<file path="src/rtl/mem_refill_arbiter.sv">
// Arbitrates the single-ported backing memory between I-cache refills and D-cache refills/write-backs.
// Each grant runs one LINE_WORDS burst, one beat per cycle, with read returns MEM_LAT cycles after issue.
// There is no backpressure: requests wait in IDLE, and a granted burst always runs to completion.
module mem_refill_arbiter #(
  parameter int DATA_WIDTH = 32,
  parameter int ADDR_WIDTH = 32,
  parameter int LINE_WORDS = 4,
  parameter int MEM_LAT    = 1
) (
  input  logic                          clk,
  input  logic                          rst_n,
  input  logic                          i_req,
  input  logic [ADDR_WIDTH-1:0]         i_addr,
  output logic                          i_gnt,
  output logic                          i_rvalid,
  output logic                          i_done,
  input  logic                          d_req,
  input  logic                          d_we,
  input  logic [ADDR_WIDTH-1:0]         d_addr,
  input  logic [DATA_WIDTH-1:0]         d_wdata,
  output logic                          d_wready,
  output logic                          d_gnt,
  output logic                          d_rvalid,
  output logic                          d_done,
  output logic [DATA_WIDTH-1:0]         rdata,
  output logic [$clog2(LINE_WORDS)-1:0] beat_idx,
  output logic                          mem_en,
  output logic                          mem_we,
  output logic [ADDR_WIDTH-1:0]         mem_addr,
  output logic [DATA_WIDTH-1:0]         mem_wdata,
  input  logic [DATA_WIDTH-1:0]         mem_rdata,
  output logic                          busy
);

  localparam int BW  = $clog2(LINE_WORDS);
  localparam int CW  = BW + 1;
  localparam int OFF = BW + 2;
  localparam logic [ADDR_WIDTH-1:0] LOW_MASK = ADDR_WIDTH'((1 << OFF) - 1);
  localparam logic [CW-1:0] LAST_BEAT = CW'(LINE_WORDS - 1);

  typedef enum logic [1:0] {IDLE, ISSUE, DRAIN, DONE} state_t;

  state_t                 state_q, state_d;
  logic                   owner_q, owner_d;   // 1 = D-side
  logic                   wr_q, wr_d;
  logic                   last_q, last_d;     // 1 = D-side owned the previous burst
  logic [ADDR_WIDTH-1:0]  base_q, base_d;
  logic [CW-1:0]          issue_cnt_q, issue_cnt_d;
  logic [CW-1:0]          ret_cnt_q, ret_cnt_d;
  logic [MEM_LAT-1:0]     vld_sr_q, vld_sr_d;

  logic issuing;
  logic rd_vld;
  logic grant_d_side;

  assign issuing = (state_q == ISSUE);
  assign rd_vld  = vld_sr_q[MEM_LAT-1];

  // On a tie the side that did not own the last burst wins, so continuous requesters alternate.
  assign grant_d_side = d_req && (!i_req || !last_q);

  always_comb begin
    state_d     = state_q;
    owner_d     = owner_q;
    wr_d        = wr_q;
    last_d      = last_q;
    base_d      = base_q;
    issue_cnt_d = issue_cnt_q;
    ret_cnt_d   = ret_cnt_q;

    vld_sr_d    = vld_sr_q << 1;
    vld_sr_d[0] = issuing && !wr_q;

    if (rd_vld) begin
      ret_cnt_d = ret_cnt_q + 1'b1;
    end

    case (state_q)
      IDLE: begin
        if (grant_d_side) begin
          owner_d     = 1'b1;
          wr_d        = d_we;
          base_d      = d_addr & ~LOW_MASK;
          issue_cnt_d = '0;
          ret_cnt_d   = '0;
          state_d     = ISSUE;
        end else if (i_req) begin
          owner_d     = 1'b0;
          wr_d        = 1'b0;
          base_d      = i_addr & ~LOW_MASK;
          issue_cnt_d = '0;
          ret_cnt_d   = '0;
          state_d     = ISSUE;
        end
      end
      ISSUE: begin
        issue_cnt_d = issue_cnt_q + 1'b1;
        if (issue_cnt_q == LAST_BEAT) begin
          state_d = wr_q ? DONE : DRAIN;
        end
      end
      DRAIN: begin
        // Leave on the last return itself so done follows the final beat by one cycle.
        if (rd_vld && ret_cnt_q == LAST_BEAT) begin
          state_d = DONE;
        end
      end
      DONE: begin
        last_d  = owner_q;
        state_d = IDLE;
      end
      default: state_d = IDLE;
    endcase
  end

  always_ff @(posedge clk or negedge rst_n) begin
    if (!rst_n) begin
      state_q     <= IDLE;
      owner_q     <= 1'b0;
      wr_q        <= 1'b0;
      last_q      <= 1'b0;
      base_q      <= '0;
      issue_cnt_q <= '0;
      ret_cnt_q   <= '0;
      vld_sr_q    <= '0;
    end else begin
      state_q     <= state_d;
      owner_q     <= owner_d;
      wr_q        <= wr_d;
      last_q      <= last_d;
      base_q      <= base_d;
      issue_cnt_q <= issue_cnt_d;
      ret_cnt_q   <= ret_cnt_d;
      vld_sr_q    <= vld_sr_d;
    end
  end

  assign busy      = (state_q != IDLE);
  assign i_gnt     = busy && !owner_q;
  assign d_gnt     = busy && owner_q;

  assign mem_en    = issuing;
  assign mem_we    = issuing && wr_q;
  assign mem_addr  = issuing ? (base_q + (ADDR_WIDTH'(issue_cnt_q) << 2)) : '0;
  assign mem_wdata = (issuing && wr_q) ? d_wdata : '0;
  assign d_wready  = issuing && wr_q;

  assign i_rvalid  = rd_vld && !owner_q;
  assign d_rvalid  = rd_vld && owner_q;
  assign rdata     = mem_rdata;

  // Write bursts report the beat being consumed; read bursts report the beat being returned.
  assign beat_idx  = wr_q ? issue_cnt_q[BW-1:0] : ret_cnt_q[BW-1:0];

  assign i_done    = (state_q == DONE) && !owner_q;
  assign d_done    = (state_q == DONE) && owner_q;

endmodule

</file>
<file path="config.mk">
export PLATFORM = sky130hd
export DESIGN_NAME = mem_refill_arbiter
export DESIGN_NICKNAME = d
export VERILOG_FILES = /design/src/rtl/mem_refill_arbiter.sv
export SDC_FILE = /design/constraint.sdc
export NUM_CORES = 1
export LEC_CHECK = 0
export ABC_CLOCK_PERIOD_IN_PS = 2300
export CAP_MARGIN = 20
export CORE_ASPECT_RATIO = 0.5
export CORE_UTILIZATION = 31
export DETAILED_ROUTE_END_ITERATION = 10
export GPL_ROUTABILITY_DRIVEN = 1
export PLACE_DENSITY = 0.82
export SLEW_MARGIN = 20
export SYNTH_ARGS = -nofsm -noshare
export SYNTH_HDL_FRONTEND = slang
export SYNTH_SLANG_ARGS = --single-unit
</file>
<file path="constraint.sdc">
create_clock -name clk -period 2.3 [get_ports clk]
set_input_delay 0.345 -clock clk [delete_from_list [all_inputs] [get_ports clk]]
set_output_delay 0.345 -clock clk [all_outputs]
set_load 0.01 [all_outputs]
</file>
After elaboration in Yosys (flattened, before gate mapping)
Cells that the tools add are included.
Operators by class
  add/subtract/negate cells: 3
  $mul: 0
  divide/modulo/power cells: 0
  magnitude comparators: 0
  equality and inequality tests: 8
  shift operators: 0
  mux-type cells: 21
  bitwise gates (word level): 0
  reduce and logical (&&, ||, !) cells: 22
Operators with widths (number)
  32-bit two-way mux: 4
  32-bit by 5-bit adder with 32-bit output: 1
  3-bit two-way mux: 6
  1-bit logical AND: 10
  2-bit two-way mux: 5
  2-bit case mux with 4 select lines: 1
  3-bit by 1-bit adder with 3-bit output, second input constant: 2
  3-bit by 2-bit equality test with 1-bit output, second input constant: 2
  3-bit case mux with 2 select lines: 1
  2-bit nonzero test: 3
  2-bit equality test, second input constant: 2
  1-bit logical NOT: 4
  1-bit two-way mux: 4
  2-bit AND reduction: 2
  3-bit != test, second input constant: 1
  3-bit AND reduction: 1
  2-bit by 1-bit equality test with 1-bit output, second input constant: 1
  2-bit logical NOT: 1
  2-bit by 1-bit != test with 1-bit output, second input constant: 1
  2-bit != test, second input constant: 1
  1-bit logical OR: 1
Word-level totals
  bits in registers: 44
  latch bits: 0
  memory bits (writable): 0
  bits in read-only memories: 0
  output and inout bits: 108
  logic and storage cells: 62
  memories kept: 0

Longest topological paths before layout
Gate-level depths: netlist (run 1).
  depth after elaboration: 5
  gate-level depth with buffers: 7

Worst setup path after synthesis (run 1)
No wires, ideal clock.
  path kind: reg-to-output
  start point: register issue_cnt_q[2]
  end point: output mem_addr[27]
  arrival: 1.673 ns
  path slack: 0.282 ns
  cell stages (with the launch flop): 7
  buffers on the path: 1
  path through: dfrtp_1 ha_1 and4_1 buf_2 nand3_2 or4_1 a21oi_1
Between the ends
  longest elaborated chain between the ends: 2
RTL lines
  from (decl): line 48  | logic [CW-1:0] issue_cnt_q, issue_cnt_d;
  from (signal assigned): line 132  | issue_cnt_q <= issue_cnt_d;
  32-bit by 5-bit adder with 32-bit output: line 144  | assign mem_addr = issuing ? (base_q + (ADDR_WIDTH'(issue_cnt_q) << 2)) : '0;
  32-bit two-way mux: line 144
  to (decl): line 29  | output logic [ADDR_WIDTH-1:0] mem_addr,
Every way passes these cells.

Worst setup path after layout (run 1)
  start point: register base_q[4]
  end point: output mem_addr[27]
Between the ends
  longest elaborated chain between the ends: 2
RTL lines
  from (decl): line 47  | logic [ADDR_WIDTH-1:0] base_q, base_d;
  from (signal assigned): line 131  | base_q <= base_d;
  32-bit by 5-bit adder with 32-bit output: line 144
  32-bit two-way mux: line 144
Every way passes these cells.

==> results of run 1 <==
-- layer usage --
| layer | vias to the layer above | part of all wire [%] | GRT usage, % |
|---|---|---|---|
| met2 | 74 | 49 | 32.6 |
| met3 | 31 | 3.8 | 3.42 |
| met4 | 0 | 2.7 | 7.60 |
| met5 | - | 0 | 0 |
| met1 | 1563 | 45 | 24.4 |
| li1 | 1652 | - | - |
-- final timing paths --
check,end,slack [ns],cells past startpoint
min,base_q[9]$_DFFE_PN0P_,0.20,1
max reg2reg,base_q[8]$_DFFE_PN0P_,0.49,6
max,mem_addr[27],-0.07,7
min in group clk,base_q[31]$_DFFE_PN0P_,0.50,2
min reg2reg,base_q[31]$_DFFE_PN0P_,0.50,2
max in group asynchronous,state_q[0]$_DFFE_PN0P_,1.46,1
-- stage by stage --
step / instance area [um2] / setup TNS (ns) / total power [mW] / util, % / instances
2_1_floorplan: 3200 / 0 / 2.83 / - / 386
3_3_place_gp: 5020 / -1.64 / 4.20 / 51.7 / 669
3_5_place_dp: 5020 / -2.13 / 4.32 / 51.7 / 669
4_1_cts: 5250 / -0.306 / 5.06 / 53.9 / 685
5_1_grt: 5370 / -1.53 / 5.49 / 55.2 / 690
6_report: 5370 / -0.358 / 5.09 / 55.2 / 690
-- cell families (layout without fill, tap and decap cells) --
kind of cell / Yosys count / in the layout
buf+inv: 70 / 239
xor+xnor: 16 / 16
mux: 34 / 34
flops: 40 / 40
compound gates: 66 / 66
other cells: 1 / 2
simple gates: 148 / 148
fa+ha+maj: 10 / 10
-- state kept, by name (all words and copies together) (netlist names) --
signal       cells
issue_cnt_q      3
state_q          2
owner_q          1
rd_vld           1
ret_cnt_q        3
wr_q             1
base_q          28
last_q           1
-- cells in the mapped netlist (all sizes together) (2+ instances only) --
cell     n
xor2     9
mux2     4
ha      10
or3      6
a21boi   2
and2     6
a32o     2
clkbuf  17
nand4    8
nor4     2
mux2i   30
buf     44
o31ai    6
dfrtp   40
nor2    24
xnor2    7
nor2b    4
and4     6
or4      6
o21ai   39
nand2   40
a21oi   13
and3    33
nand3   11
inv      8
-- report_power, final --
part           switching (mW)  leakage (nW)  internal [mW]
Sequential              0.273         0.499           1.04
Combinational            1.55          2.05           1.53
Clock                   0.266        0.0712          0.433
-- cell type report --
type	instances	area [um2]	area share (%)
sequential	40	1000	18.7
multi-input combinational	276	1930	35.9
clock buffer	8	146	2.73
inverter	9	33.8	0.630
tap	135	169	3.15
timing repair buffer	222	2090	38.9
-- layout by cell type (no fill, tap or decap), types with 3 or more instances in the layout --
master and instances:
nand3_4 3, mux2_2 4, xor2_1 9, o31ai_1 6
nand3_1 8, ha_2 3, or4_1 4, dlygate4sd2_1 8
buf_2 15, and2_1 5, a21oi_2 3, buf_4 47
nand2_1 40, and4_1 3, and3_1 33, nand4_1 8
nor2b_1 4, buf_6 6, clkdlybuf4s50_1 125, or3_1 5
xnor2_1 7, nor2_1 24, clkbuf_16 5, dlymetal6s2s_1 13
dfrtp_1 39, a21oi_1 10, inv_1 7, o21ai_0 38
and4_4 3, ha_1 6, mux2i_1 30, clkbuf_2 3
-- repair_timing --
action | in CTS | in global routing
pin swaps | 8 | 10
setup buffers | 7 | 5
gates resized for setup | 87 | 33
setup endpoints to repair | 34 | 34
cloned | 1 | 0
==> results_dict.tcl, run 1 <==
set metrics [dict create \
    finalSetupViolations 7 \
    rows 25 \
    hold_class "input port to async pin" \
    p_leak_nw 2.62 \
    ys_seq_area_share_pct 31.3 \
    avgSynthCellArea_um2 8.31 \
    synth_seq_cells 40 \
    cp_slowest_cell "or4_4" \
    hold_buffers 0 \
    path_delay_family "simple AND/OR/NAND/NOR gates" \
    clockBufferDepth 2 \
    synthTopCellsByArea "dfrtp_1 31%, mux2i_1 9.4%, buf_4 8.7%" \
    critPathRequiredTime_ns 1.96 \
    final_layout_size_suffix_gt1_share_pct 19.5 \
    area_delta_synth_final_pct 67.7 \
    crit_arrival_ns 2.03 \
    hold_slack_ns 0.204 \
    cp-startpoint "base_q[4]$_DFFE_PN0P_" \
    synth_xor_area_share_pct 4.38 \
    cp-end-kind "primary output" \
    yosysUniqueCellTypes 39 \
    startpoint_type "register" \
    post-route-period-util_pct 103 \
    io-pin-count 241 \
    synth_edf_count 0 \
    status "finished with violations" \
    synthesis.area_mm2 0.00320 \
    rsz0062_at_grt "yes" \
    grt_pass1_vias 3308 \
    dieArea_mm2 0.0108 \
    crit_path_cell_trace "ha_2 -> and4_4 -> nand3_4 -> buf_6 -> or4_4 -> a21oi_2 -> buf_2" \
    drc 0 \
    yosysTopAreaCell "dfrtp_1" \
    cts_sinks 40 \
    synth_fa_ha_area_share_pct 3.91 \
    ant_nets 0 \
    synthMuxAreaShare_pct 10.8 \
    cts_buffers 5 \
    n_antenna_cell 0 \
    yosys_warnings 0 \
    slew_viol_final 0 \
    firstDrtPassIters 4 \
    clk_latency_ns 0.28 \
    fin_ws_ns -0.0711 \
    antenna_found_initial 0 \
    synthArstFlopShare_pct 100 \
    fmax_mhz 422 \
    crit-reg2reg-launch "state_q[0]$_DFFE_PN0P_" \
    grt_overflow 0 \
    hpwl_um 7940 \
    synth-simple-area-share_pct 25.1 \
    cp_max_fo 7 \
    worst_pin_slew_ns 0.924 \
    start_util_pct 32.9 \
    vias 3320 \
    root_buffer "clkbuf_16" \
    finalHoldViolations 0 \
    synth_compound_area_share_pct 11.7 \
    htreeDepth 2 \
    drtIter0Drc 212 \
    netlist.area_leader.share_pct 31.3 \
    synthFlopType "dfrtp_1" \
    wl_um 10600 \
    routedWlPerCell_um 15.4 \
    die_y_um 73.9 \
    viasPerCell 4.81 \
    critPathKind "register to primary output" \
    min_period_ns 2.37 \
    fillers 802 \
    gp_congestion 0.803 \
    p_per_area_mw_per_mm2 949 \
    maxCapViolCount 0 \
    core_area_mm2 0.00973 \
    fin_skew_ns 0.00464 \
    grt.total_usage_pct 19.1 \
    peakVddDrop_mv 0.478 \
    clk_pin_slew_worst_paths_ns 0.06 \
    io_buffer_count 166 \
    cp_num_buf_inv 2 \
    syn_inst 385 \
    tritoncts "built" \
    grt_first_pass_wirelength_um 16300 \
    nets 697 \
    synth_top_family_by_area "simple AND/OR/NAND/NOR gates" \
    violations "setup timing" \
    die_w_um 146 \
    cpPeakStageDelay_ns 0.41 \
    dp_slack_ns -0.218 \
    grt_max_degree 58 \
    relSlewSlack_pct 38.4 \
]
(Power assumes the default switching activity.)
==> run 2: changes to the inputs <==
--- a/config.mk
+++ b/config.mk
@@ -10,7 +10,6 @@
 export CORE_ASPECT_RATIO = 0.5
 export CORE_UTILIZATION = 31
 export DETAILED_ROUTE_END_ITERATION = 10
-export GPL_ROUTABILITY_DRIVEN = 1
 export PLACE_DENSITY = 0.82
 export SLEW_MARGIN = 20
 export SYNTH_ARGS = -nofsm -noshare
==> results of run 2 <==
Final layout, timing and power as in run 1 (identical DEF).
